### src/rtl/game_pkg.sv
// Shared game constants: default game length, timer state encoding and BCD helpers.
package game_pkg;

   localparam int GAME_SECONDS_DEF = 30;

   typedef enum logic [1:0] {
      IDLE    = 2'd0,
      COUNT   = 2'd1,
      EXPIRED = 2'd2
   } timer_state_t;

   // Elaboration-time only; the running digits are maintained by borrow logic.
   function automatic logic [3:0] bcd_tens(input int v);
      return 4'(v / 10);
   endfunction

   function automatic logic [3:0] bcd_ones(input int v);
      return 4'(v % 10);
   endfunction

endpackage

### src/rtl/tick_sync.sv
// Two-flop synchronizer plus rising-edge detector for a slow asynchronous strobe.
// Emits a one-cycle tick on each rise seen after the input has been observed low.
module tick_sync (
   input  logic clkIn,
   input  logic reset,
   input  logic async_in,
   output logic tick_out
);

   logic sync1_q, sync1_d;
   logic sync2_q, sync2_d;
   logic prev_q,  prev_d;
   logic vld_q,   vld_d;
   logic armed_q, armed_d;

   // armed_q stays low until a genuine low sample is seen, so an input that
   // is already high at reset release cannot masquerade as a rising edge.
   always_comb begin
      sync1_d  = async_in;
      sync2_d  = sync1_q;
      prev_d   = sync2_q;
      vld_d    = 1'b1;
      armed_d  = armed_q | (vld_q & ~sync1_q);
      tick_out = sync2_q & ~prev_q & armed_q;
   end

   always_ff @(posedge clkIn or negedge reset) begin
      if (!reset) begin
         sync1_q <= 1'b0;
         sync2_q <= 1'b0;
         prev_q  <= 1'b0;
         vld_q   <= 1'b0;
         armed_q <= 1'b0;
      end else begin
         sync1_q <= sync1_d;
         sync2_q <= sync2_d;
         prev_q  <= prev_d;
         vld_q   <= vld_d;
         armed_q <= armed_d;
      end
   end

endmodule

### src/rtl/countdown_timer.sv
// Game countdown timer: loads GAME_SECONDS on startGame, decrements on each
// enabled 1 Hz tick, latches timer_expired at zero. Binary and BCD outputs.
module countdown_timer
   import game_pkg::*;
#(
   parameter int GAME_SECONDS = GAME_SECONDS_DEF
) (
   input  logic       clkIn,
   input  logic       reset,
   input  logic       incrementClk,
   input  logic       startGame,
   input  logic       game_active,
   output logic       timer_expired,
   output logic [5:0] seconds_left,
   output logic [3:0] tens_bcd,
   output logic [3:0] ones_bcd,
   output logic       counting
);

   localparam logic [5:0] LOAD_SECS = 6'(GAME_SECONDS);
   localparam logic [3:0] LOAD_TENS = bcd_tens(GAME_SECONDS);
   localparam logic [3:0] LOAD_ONES = bcd_ones(GAME_SECONDS);

   logic tick;

   tick_sync u_tick_sync (
      .clkIn    (clkIn),
      .reset    (reset),
      .async_in (incrementClk),
      .tick_out (tick)
   );

   timer_state_t state_q, state_d;
   logic [5:0]   secs_q,  secs_d;
   logic [3:0]   tens_q,  tens_d;
   logic [3:0]   ones_q,  ones_d;
   logic         expired_q, expired_d;
   logic         counting_q, counting_d;
   logic         load;

   always_comb begin
      state_d   = state_q;
      secs_d    = secs_q;
      tens_d    = tens_q;
      ones_d    = ones_q;
      expired_d = expired_q;
      load      = 1'b0;

      case (state_q)
         IDLE, EXPIRED: begin
            // A tick coincident with the load is simply dropped.
            if (startGame) load = 1'b1;
         end
         COUNT: begin
            if (tick && game_active) begin
               secs_d = secs_q - 6'd1;
               if (ones_q == 4'd0) begin
                  ones_d = 4'd9;
                  tens_d = tens_q - 4'd1;
               end else begin
                  ones_d = ones_q - 4'd1;
               end
               if (secs_q == 6'd1) begin
                  state_d   = EXPIRED;
                  expired_d = 1'b1;
               end
            end
         end
         default: begin
            state_d   = IDLE;
            secs_d    = LOAD_SECS;
            tens_d    = LOAD_TENS;
            ones_d    = LOAD_ONES;
            expired_d = 1'b0;
         end
      endcase

      if (load) begin
         state_d   = COUNT;
         secs_d    = LOAD_SECS;
         tens_d    = LOAD_TENS;
         ones_d    = LOAD_ONES;
         expired_d = 1'b0;
      end

      counting_d = (state_d == COUNT);
   end

   always_ff @(posedge clkIn or negedge reset) begin
      if (!reset) begin
         state_q    <= IDLE;
         secs_q     <= LOAD_SECS;
         tens_q     <= LOAD_TENS;
         ones_q     <= LOAD_ONES;
         expired_q  <= 1'b0;
         counting_q <= 1'b0;
      end else begin
         state_q    <= state_d;
         secs_q     <= secs_d;
         tens_q     <= tens_d;
         ones_q     <= ones_d;
         expired_q  <= expired_d;
         counting_q <= counting_d;
      end
   end

   assign timer_expired = expired_q;
   assign seconds_left  = secs_q;
   assign tens_bcd      = tens_q;
   assign ones_bcd      = ones_q;
   assign counting      = counting_q;

endmodule

### config.mk
export PLATFORM = sky130hd
export DESIGN_NAME = countdown_timer
export DESIGN_NICKNAME = d
export VERILOG_FILES = /design/src/rtl/game_pkg.sv /design/src/rtl/tick_sync.sv /design/src/rtl/countdown_timer.sv
export SDC_FILE = /design/constraint.sdc
export NUM_CORES = 1
export LEC_CHECK = 0
export CAP_MARGIN = 10
export CORE_MARGIN = 2
export CORE_UTILIZATION = 43
export DETAILED_ROUTE_END_ITERATION = 8
export PLACE_DENSITY = 0.71
export SETUP_SLACK_MARGIN = 0.02
export SLEW_MARGIN = 10
export SYNTH_ARGS = -nofsm -noshare
export SYNTH_HDL_FRONTEND = slang
export SYNTH_SLANG_ARGS = --single-unit
export TNS_END_PERCENT = 50
### constraint.sdc
create_clock -name clkIn -period 2.48 [get_ports clkIn]
set_input_delay 0.248 -clock clkIn [delete_from_list [all_inputs] [get_ports clkIn]]
set_output_delay 0.248 -clock clkIn [all_outputs]
set_load 0.01 [all_outputs]
==> summary.md, run 1 <==
| Metric | Value |
|---|---|
| H-Tree Depth | `1` |
| Slowest CP cell | `dfstp_2` |
| Synthesis-to-layout area growth | `22.25%` |
| Via count | `899` |
| Top_reg_cell synth | `dfrtp_1` |
| Power density over cell area | `1057 nW/um2` |
| CTS Hold Bufs | `0` |
| Worst reg-to-reg path cell count | `4` |
| Leak Pwr | `0.5940 nW` |
| Rel. slew slack | `roughly 51%` |
| Largest cells by area after synthesis | `dfrtp_1, dfstp_2, ha_1` |
| CTS tree | `yes` |
| Seq/Total Area, Yosys | `about half` |
| DRT Wirelength | `roughly 2100 um` |
| Nets | `143` |
| Status | `completed` |
| Post-DP HPWL | `between 1500 and 2000 um` |
| Number of buffers added on ports | `20` |
| Initial Utilization | `roughly 45%` |
| First-pass GRT wire length | `3822 um` |
| Clock Latency Late Sink | `about 0.3 ns` |
| GP Congestion | `0.8107` |
| Met3 Usage GRT | `~2.8%` |
| FF+latch count, synth | `23` |
| Share of layout cells above drive strength 1 | `14.39%` |
| Yosys top cell area share | `37.44%` |
| Clk buf depth | `2` |
| Diode count | `0` |
| CTS Buf Count | `3` |
| Post_cts resized | `0` |
| Gr busiest metal | `met2` |
| Distinct cell type count after synthesis | `39` |
| Clock Sinks | `23` |
| Syn Nets | `120` |
| Met1 usage | `about 20%` |
| YS warnings | `0` |
| Worst-path clk slew | `0.12 ns` |
| Crit path launch | `seconds_left[2]` |
| Worst stage delay on the critical path | `0.60 ns` |
| Wire length per cell | `13.24 um` |
| Crit-path max FO | `6` |
| Fin crit period | `1.704 ns` |
| Core Region | `2500 um2` |
| Synth Area per Inst | `10.33 um2` |
| Crit path cell chain | `clkdlybuf4s50_1` |
| Synth Cell Area | `1136 um2` |
| Cells after Synth | `110` |
| RR Startpoint | `state_q[0]` |
| Hold WC Path Type | `primary input to async pin` |
| Critical Path Stages | `1` |
| Aggregate global routing overflow | `0` |
| Number of synthesized flops with an enable pin | `0` |
| Post-CTS setup buffers | `0` |
| F_max | `586.9 MHz` |
| Setup Skew | `0.0005629 ns` |
| Max-Cap Viols | `0` |
| DRC | `0` |
| Die X-Extent | `55.40 um` |
| Critical Path AT | `1.46 ns` |
| Critical path's top delay family | `flip-flops` |
| Req. time, crit path | `2.23 ns` |
| Ys async rst share | `100.0%` |
| Setup TNS | `0 ns` |
| Tcrit/Tclk final | `68.70%` |
| R2r setup slk | `between 0.8 and 0.9 ns` |
| Largest net degree at the start of global routing | `24` |
| Std-Cell Rows | `18` |
| Setup violations, final | `0` |
| Clock tree root buffer cell | `clkbuf_4` |
| GRT met2 Usage | `25.85%` |
| Gr usage total | `15.60%` |
| Vias/cell | `5.549` |
| CP endpoint | `seconds_left[2]` |
| Fillers | `229` |
| Multi-input gate area | `between 500 and 600 um2` |
| Largest area contributor in the netlist | `dfrtp_1` |
| IO Count | `21` |
| RSZ-0062 raised after global routing | `no` |
| Die area | `3069 um2` |
| Number of DRC markers in iteration 0 | `21` |
| Initial antenna violation count | `0` |
| Chip Height | `around 55 um` |
| Least-Margin Pin Slew | `0.7394 ns` |
| DR pass1 iterations | `4` |
| Vias in the first global route | `887` |
| Peak supply drop | `slightly above 0.6 mV` |
| Worst setup SP type | `register` |
| CP endpoint kind | `output port` |
| Post-route ant nets | `0` |
| Sequential Area | `583.1 um2` |
| RR Endpoint | `seconds_left[5]` |
| Final hold violation count | `0` |
| Final-report max-slew violation count | `0` |
| Buffers & Inverters on Critical Path | `1` |
| WHS | `0.2719 ns` |
| Crit Path Category | `register to output port` |
## worst min-delay path by stage
stage | endpoint | slack [ns] | from | cells past startpoint
finish | state_q[0] | 0.27 | reset | 2
global route | counting | 0.27 | reset | 2
CTS | u_tick_sync.vld_q | 0.27 | reset | 2
detailed placement | u_tick_sync.prev_d | 0.37 | u_tick_sync.sync1_q | 0
global placement | u_tick_sync.prev_d | 0.37 | u_tick_sync.sync1_q | 0
floorplan | counting | -0.05 | reset | 0
## sequential cells by signal (all words and copies together), names as in the netlist
| signal | flops |
|---|---|
| timer_expired | 1 |
| u_tick_sync.sync1_q | 1 |
| seconds_left | 6 |
| u_tick_sync.prev_q | 1 |
| tens_bcd | 4 |
| u_tick_sync.vld_q | 1 |
| u_tick_sync.armed_q | 1 |
| ones_bcd | 4 |
| counting | 1 |
| state_q | 2 |
| u_tick_sync.prev_d | 1 |
## logic make-up after synthesis
family | share of synthesized area [%]
AO/OA/AOI/OAI | 21.59
AND/OR/NAND/NOR | 16.85
flip-flops | 51.32
buffers and inverters | 4.405
adder cells (fa/ha/maj) | 5.507
other | 0.3301
## layout by cell type (no fill, tap or decap), types with 2 or more instances in the layout
| cell | count |
|---|---|
| a21o_1 | 4 |
| a21oi_1 | 7 |
| a31oi_1 | 5 |
| clkbuf_4 | 3 |
| clkdlybuf4s50_1 | 20 |
| dfrtp_1 | 17 |
| dfstp_2 | 6 |
| ha_1 | 5 |
| inv_1 | 8 |
| nand2_1 | 4 |
| nand3_1 | 5 |
| nor2_1 | 5 |
| nor2_2 | 2 |
| nor3_1 | 3 |
| o21ai_1 | 10 |
| o22ai_1 | 2 |
| o31ai_1 | 2 |
## synth_stat cells (2+ instances only)
library cell and count:
dfrtp_1 17, o21ai_1 10, inv_1 8, a21oi_1 7, dfstp_2 6, a31oi_1 5, ha_1 5, nand3_1 5
nor2_1 5, a21o_1 4, nand2_1 4, nor3_1 3, buf_4 2, nor2_2 2, o22ai_1 2, o31ai_1 2
## metrics by stage
stage | instances | worst slack (ns) | utilization [%] | total power (W) | instance area (um2)
after detailed placement | 158 | 0.7543 | 54.45 | 0.001313 | 1361
after global placement | 158 | 0.7839 | 54.45 | 0.001296 | 1361
after global routing | 162 | 0.6486 | 55.56 | 0.001593 | 1389
final | 162 | 0.7762 | 55.56 | 0.001468 | 1389
after CTS | 162 | 0.7544 | 55.56 | 0.001486 | 1389
after floorplan | 110 | 1.010 | - | 0.001027 | 1136
## cell type report
| type | instances | share of cell area (%) |
|---|---|---|
| sequential | 23 | 41.98 |
| multi-input combinational | 76 | 36.22 |
| timing repair buffer | 21 | 14.95 |
| tap | 30 | 2.703 |
| inverter | 8 | 2.162 |
| clock buffer | 3 | 1.622 |
| clock inverter | 1 | 0.3604 |
## metal layers
metal / wire length [um] / part of all wire (%)
met1: 986 / 46
met2: 1059 / 49
met3: 78 / 3.6
met4: 21 / 0.98
met5: 0 / 0
## where the power goes
| group | total (W) | switching, W | internal, W |
|---|---|---|---|
| Sequential | 0.000632 | 0.000121 | 0.000511 |
| Clock | 0.000169 | 0.000109 | 0.0000601 |
| Combinational | 0.000667 | 0.000325 | 0.000342 |
| Total | 0.00147 | 0.000555 | 0.000913 |
Power figures use the tool's default switching activity.
==> inputs of run 2 (changes only) <==
- PLACE_DENSITY: 0.71 -> 0.73
- clock period: 2.48 -> 1.5 ns (I/O delays scaled with it)
==> summary.md, run 2 (synthesis results as in run 1) <==
| Metric | Value |
|---|---|
| Initial Utilization | `a little under half` |
| Internal Power | `0.001654 W` |
| Placed Cells incl. Taps | `about 170` |
| Commonest non-fill, non-tap cell in the layout | `buf_4` |
| Fin crit period | `1.433 ns` |
| DR pass1 iterations | `4` |
| Die X-Extent | `55.40 um` |
| Number of DRC markers in iteration 0 | `22` |
| Tcrit/Tclk final | `95.50%` |
| Largest net degree at the start of global routing | `24` |
| Aggregate global routing overflow | `0` |
| Vias in the first global route | `~960` |
| Final hold violation count | `0` |
| Worst setup SP type | `register` |
| Gr usage total | `16.50%` |
| Std-Cell Rows | `18` |
| Critical Path AT | `1.69 ns` |
| Worst-path clk slew | `~0.14 ns` |
| Sw Ratio | `38.64%` |
| Clk buf depth | `2` |
| Worst stage delay on the critical path | `about 0.41 ns` |
| Util after Layout | `62.61%` |
| Seq pwr share | `37.5%` |
| Final-report max-slew violation count | `0` |
| DRC | `0` |
| Post-route ant nets | `0` |
| Share of layout cells above drive strength 1 | `around 28%` |
| Leak Pwr | `0.7507 nW` |
| GP Congestion | `0.7248` |
| Post-DP HPWL | `1758 um` |
| Via count | `967` |
| F_max | `~700 MHz` |
| DRT Wirelength | `2465 um` |
| Buffers & Inverters on Critical Path | `1` |
| Req. time, crit path | `roughly 1.8 ns` |
| Slowest CP cell | `dfrtp_1` |
| First-pass GRT wire length | `4126 um` |
| Peak supply drop | `0.9401 mV` |
| Worst Setup Slack, final | `0.06743 ns` |
| CTS Buf Count | `3` |
| Max-Cap Viols | `0` |
| Chip Height | `roughly 55 um` |
| IO Count | `21` |
| Clock Sinks | `23` |
| CTS tree | `yes` |
| Nets | `between 150 and 200` |
| H-Tree Depth | `1` |
| Most frequent cells in the layout | `buf_4, dfrtp_1, o21ai_1` |
| Sequential Area | `about 600 um2` |
| Crit Path Category | `register to register` |
| Vias/cell | `5.433` |
| Setup violations, final | `0` |
| Clk network pwr share | `11.1%` |
| Final cell count without fillers | `~180` |
| Hold WC Path Type | `primary input to async pin` |
| Synthesis-to-layout area growth | `37.78%` |
| Fillers | `199` |
| Clock Latency Late Sink | `0.31 ns` |
| Gate power share | `between 50% and 60%` |
| Number of buffers added on ports | `20` |
| Core Region | `2500 um2` |
| CP endpoint kind | `register` |
| Multi-input gate area | `538.0 um2` |
| Status | `completed` |
| Setup Skew | `0.001848 ns` |
| Power density over cell area | `1722 nW/um2` |
| Critical path's top delay family | `simple AND/OR/NAND/NOR gates` |
| Initial antenna violation count | `0` |
| Crit-path max FO | `3` |
| Post-place setup slack | `-0.03924 ns` |
| Die area | `3069 um2` |
| Clock tree root buffer cell | `clkbuf_4` |
| Crit path cell chain | `inv_2 > ha_4 > or3b_4 > nor2_4 > a21oi_1 > a21o_1` |
| RSZ-0062 raised after global routing | `yes` |
| Psw | `0.001041 W` |
| Diode count | `0` |
| Wire length per cell | `13.85 um` |
| Max FFs per register | `6` |
## run 2: power by group through the flow
stage | Clock, W | Combinational (W) | Sequential (W)
final | 0.000300 | 0.00138 | 0.00101
after global routing | 0.000349 | 0.00151 | 0.00103
after CTS | 0.000303 | 0.00129 | 0.00100
after detailed placement | 0 | 0.00124 | 0.00105
after global placement | 0 | 0.00121 | 0.00103
after floorplan | 0 | 0.000598 | 0.00110
## run 2: repair_timing
action                     CTS  global route
pin swaps                    0             2
cloned                       0             0
hold buffers                 0             0
resized for setup           10            13
setup buffers                3             3
setup endpoints to repair   11            14
## run 2: path summary, 6_finish.rpt
path | startpoint | cells after the start | slack [ns] | to
setup / recovery | ones_bcd[0] | 6 | 0.07 | tens_bcd[0]
hold / removal | reset | 2 | 0.16 | seconds_left[5]
setup reg to reg | ones_bcd[0] | 6 | 0.07 | tens_bcd[0]
hold reg to reg | u_tick_sync.sync1_q | 0 | 0.40 | u_tick_sync.prev_d
max in group asynchronous | reset | 2 | 1.05 | seconds_left[4]
min in group clkIn | incrementClk | 1 | 0.26 | u_tick_sync.sync1_q
## run 2: metal layers
| metal | track usage (%) | share of wire [%] | up-vias |
|---|---|---|---|
| met3 | 3.981 | 4.3 | 2 |
| met5 | 0 | 0 | - |
| met2 | 25.68 | 47 | 26 |
| li1 | - | - | 474 |
| met4 | 6.620 | 0.41 | 0 |
| met1 | 22.07 | 48 | 465 |
## run 2: metrics by stage
| stage | cell area (um2) | TNS [ns] | total power (W) | hold WS (ns) |
|---|---|---|---|---|
| 6_report | 1565 | 0 | 0.002695 | 0.1622 |
| 5_1_grt | 1565 | -0.006441 | 0.002895 | 0.1825 |
| 2_1_floorplan | 1136 | 0 | 0.001697 | -0.1456 |
| 3_5_place_dp | 1449 | -0.09312 | 0.002290 | 0.3644 |
| 3_3_place_gp | 1449 | -0.02280 | 0.002245 | 0.3659 |
| 4_1_cts | 1500 | 0 | 0.002593 | 0.1656 |
## run 2: area by class of cell
| cell class | instances | share of cell area [%] |
|---|---|---|
| clock inverter | 1 | 0.4796 |
| tap | 30 | 2.398 |
| multi-input combinational | 76 | 34.37 |
| inverter | 8 | 1.918 |
| timing repair buffer | 37 | 21.98 |
| clock buffer | 3 | 1.439 |
| sequential | 23 | 37.41 |
==> inputs of run 3 (changes only) <==
--- a/config.mk
+++ b/config.mk
@@ -11,3 +11,5 @@
 export DETAILED_ROUTE_END_ITERATION = 8
-export PLACE_DENSITY = 0.73
+export DONT_BUFFER_PORTS = 1
+export PLACE_DENSITY = 0.63
+export RECOVER_POWER = 25
 export SETUP_SLACK_MARGIN = 0.02
==> constraint.sdc (replaced) <==
create_clock -name clkIn -period 1.5 [get_ports clkIn]
set_input_delay 0.3 -clock clkIn [delete_from_list [all_inputs] [get_ports clkIn]]
set_output_delay 0.3 -clock clkIn [all_outputs]
set_load 0.01 [all_outputs]
==> summary.md, run 3 (synthesis results as in run 1) <==
| Metric | Value |
|---|---|
| Nets | `140` |
| Worst-path clk slew | `around 0.12 ns` |
| Fin crit period | `~1.5 ns` |
| Number of buffers added on ports | `0` |
| Hold path endpoint | `state_q[0]` |
| Sequential Area | `583.1 um2` |
| Internal Power | `around 0.0015 W` |
| CTS Buf Count | `3` |
| Most frequent cells in the layout | `dfrtp_1, buf_4, o21ai_1` |
| Design area | `1371 um2` |
| Max FFs per register | `6` |
| Crit-path max FO | `3` |
| Synthesis-to-layout area growth | `20.71%` |
| Rel. slew slack | `between 30 and 40%` |
| F_max | `682.3 MHz` |
| DRC | `0` |
| Commonest non-fill, non-tap cell in the layout | `dfrtp_1` |
| Die area | `3069 um2` |
| GP Congestion | `roughly 0.86` |
| IO Count | `21` |
| R2r setup slk | `around 0.034 ns` |
| Setup TNS | `0 ns` |
| Seq pwr share | `43.8%` |
| Final hold violation count | `0` |
| Initial antenna violation count | `0` |
| Aggregate global routing overflow | `0` |
| Power density over cell area | `around 1800 nW/um2` |
| CTS tree | `yes` |
| Gr usage total | `16.68%` |
| Setup Skew | `0.0009539 ns` |
| Post-route ant nets | `0` |
| DRT Wirelength | `about 2400 um` |
| Std-Cell Rows | `18` |
| Final-report max-slew violation count | `0` |
| Via count | `907` |
| Leak Pwr | `0.6049 nW` |
| Worst setup SP type | `register` |
| Sw Ratio | `roughly two fifths` |
| CP endpoint kind | `register` |
| Wire length per cell | `15.29 um` |
| Largest net degree at the start of global routing | `24` |
| DR pass1 iterations | `6` |
| RSZ-0062 raised after global routing | `yes` |
| Clock Sinks | `23` |
| Chip Height | `55.40 um` |
| Die X-Extent | `55.40 um` |
| Clock Latency Late Sink | `0.30 ns` |
| RR Startpoint | `ones_bcd[0]` |
| Crit Path Category | `register to register` |
| Vias in the first global route | `965` |
| Clk buf depth | `2` |
| Dpl cell area | `1244 um2` |
| Vias/cell | `5.704` |
| Fillers | `222` |
| Status | `completed` |
| Worst reg-to-reg path cell count | `6` |
| Hold WC Path Type | `primary input to register` |
| Setup violations, final | `0` |
| Number of DRC markers in iteration 0 | `27` |
| Req. time, crit path | `~1.8 ns` |
| Hold path depth | `2` |
| Clk network pwr share | `11.3%` |
| Initial Utilization | `45.45%` |
| Max-Cap Viols | `0` |
| Hold Crit Start | `startGame` |
| Gate power share | `approximately 45%` |
| Tcrit/Tclk final | `just under 100%` |
| Diode count | `0` |
| Psw | `0.001007 W` |
| H-Tree Depth | `1` |
| First-pass GRT wire length | `4181 um` |
| Peak supply drop | `0.9709 mV` |
| Share of layout cells above drive strength 1 | `31.01%` |
| Multi-input gate area | `554.3 um2` |
| Post-DP HPWL | `1768 um` |
| Critical Path AT | `1.72 ns` |
| Least-Margin Pin Slew | `0.9985 ns` |
| RR Endpoint | `tens_bcd[0]` |
| Clock tree root buffer cell | `clkbuf_4` |
| Core Region | `2500 um2` |
## run 3: changes by cell type in the layout (fill, tap and decap cells not counted), sizes merged
cell / delta
buf: -1
clkinvlp: -1
clkdlybuf4s50: -8
clkbuf: +1
dlygate4sd2: -7
dlygate4sd3: +2
dlymetal6s2s: -5
## run 3: critical path: stages, from the launching register on
cell and delay [ns]:
dfrtp_1 0.41, inv_2 0.08, ha_4 0.14, or3b_4 0.41, nor2_4 0.15, a21oi_2 0.07, a21o_1 0.15
## run 3: per-layer routing
metal	track usage, %	vias up	wire length, um
li1	-	439	-
met1	21.45	441	1062
met2	27.72	21	1259
met3	2.576	6	89
met4	7.317	0	19
met5	0	-	0
## run 3: layout make-up
type | instances | share of cell area [%]
Inverter | 8 | 2.190
Clock buffer | 4 | 1.916
Multi-Input combinational cell | 76 | 40.42
Tap cell | 30 | 2.737
Timing Repair Buffer | 18 | 10.22
Sequential cell | 23 | 42.52
## run 3: power by group through the flow
stage	clock network (W)	logic [W]	registers (W)
floorplan	0	0.000598	0.00110
global placement	0	0.000906	0.00107
detailed placement	0	0.000942	0.00108
CTS	0.000291	0.00101	0.00108
global route	0.000309	0.00124	0.00112
finish	0.000282	0.00111	0.00109
## run 3: worst max-delay path by stage
stage | from | endpoint | slack, ns | cells past startpoint
after floorplan | ones_bcd[0] | tens_bcd[0] | 0.03 | 6
after global placement | ones_bcd[0] | tens_bcd[0] | 0.05 | 6
after global routing | ones_bcd[1] | tens_bcd[3] | -0.05 | 6
final | ones_bcd[0] | tens_bcd[0] | 0.03 | 6
after CTS | seconds_left[1] | state_q[1] | 0.03 | 5
after detailed placement | ones_bcd[0] | tens_bcd[0] | -0.01 | 6
## run 3: timing repair
action | 4_1_cts | 5_1_grt
setup buffers | 0 | 4
hold buffers | 2 | 0
pin swaps | 1 | 6
endpoints found under the hold margin | 24 | 0
resized for setup | 6 | 6
endpoints found under the setup margin | 4 | 7
## run 3: metrics by stage
step / cells / hold slack, ns / util [%] / total power (W) / worst slack (ns)
floorplan: 110 / 0.004409 / - / 0.001697 / 0.02979
global placement: 149 / 0.005055 / 49.75 / 0.001975 / 0.05327
detailed placement: 149 / 0.004890 / 49.75 / 0.002022 / -0.01177
CTS: 155 / 0.1382 / 52.55 / 0.002377 / 0.02526
global route: 159 / 0.1518 / 54.85 / 0.002673 / -0.04526
finish: 159 / 0.1446 / 54.85 / 0.002485 / 0.03439
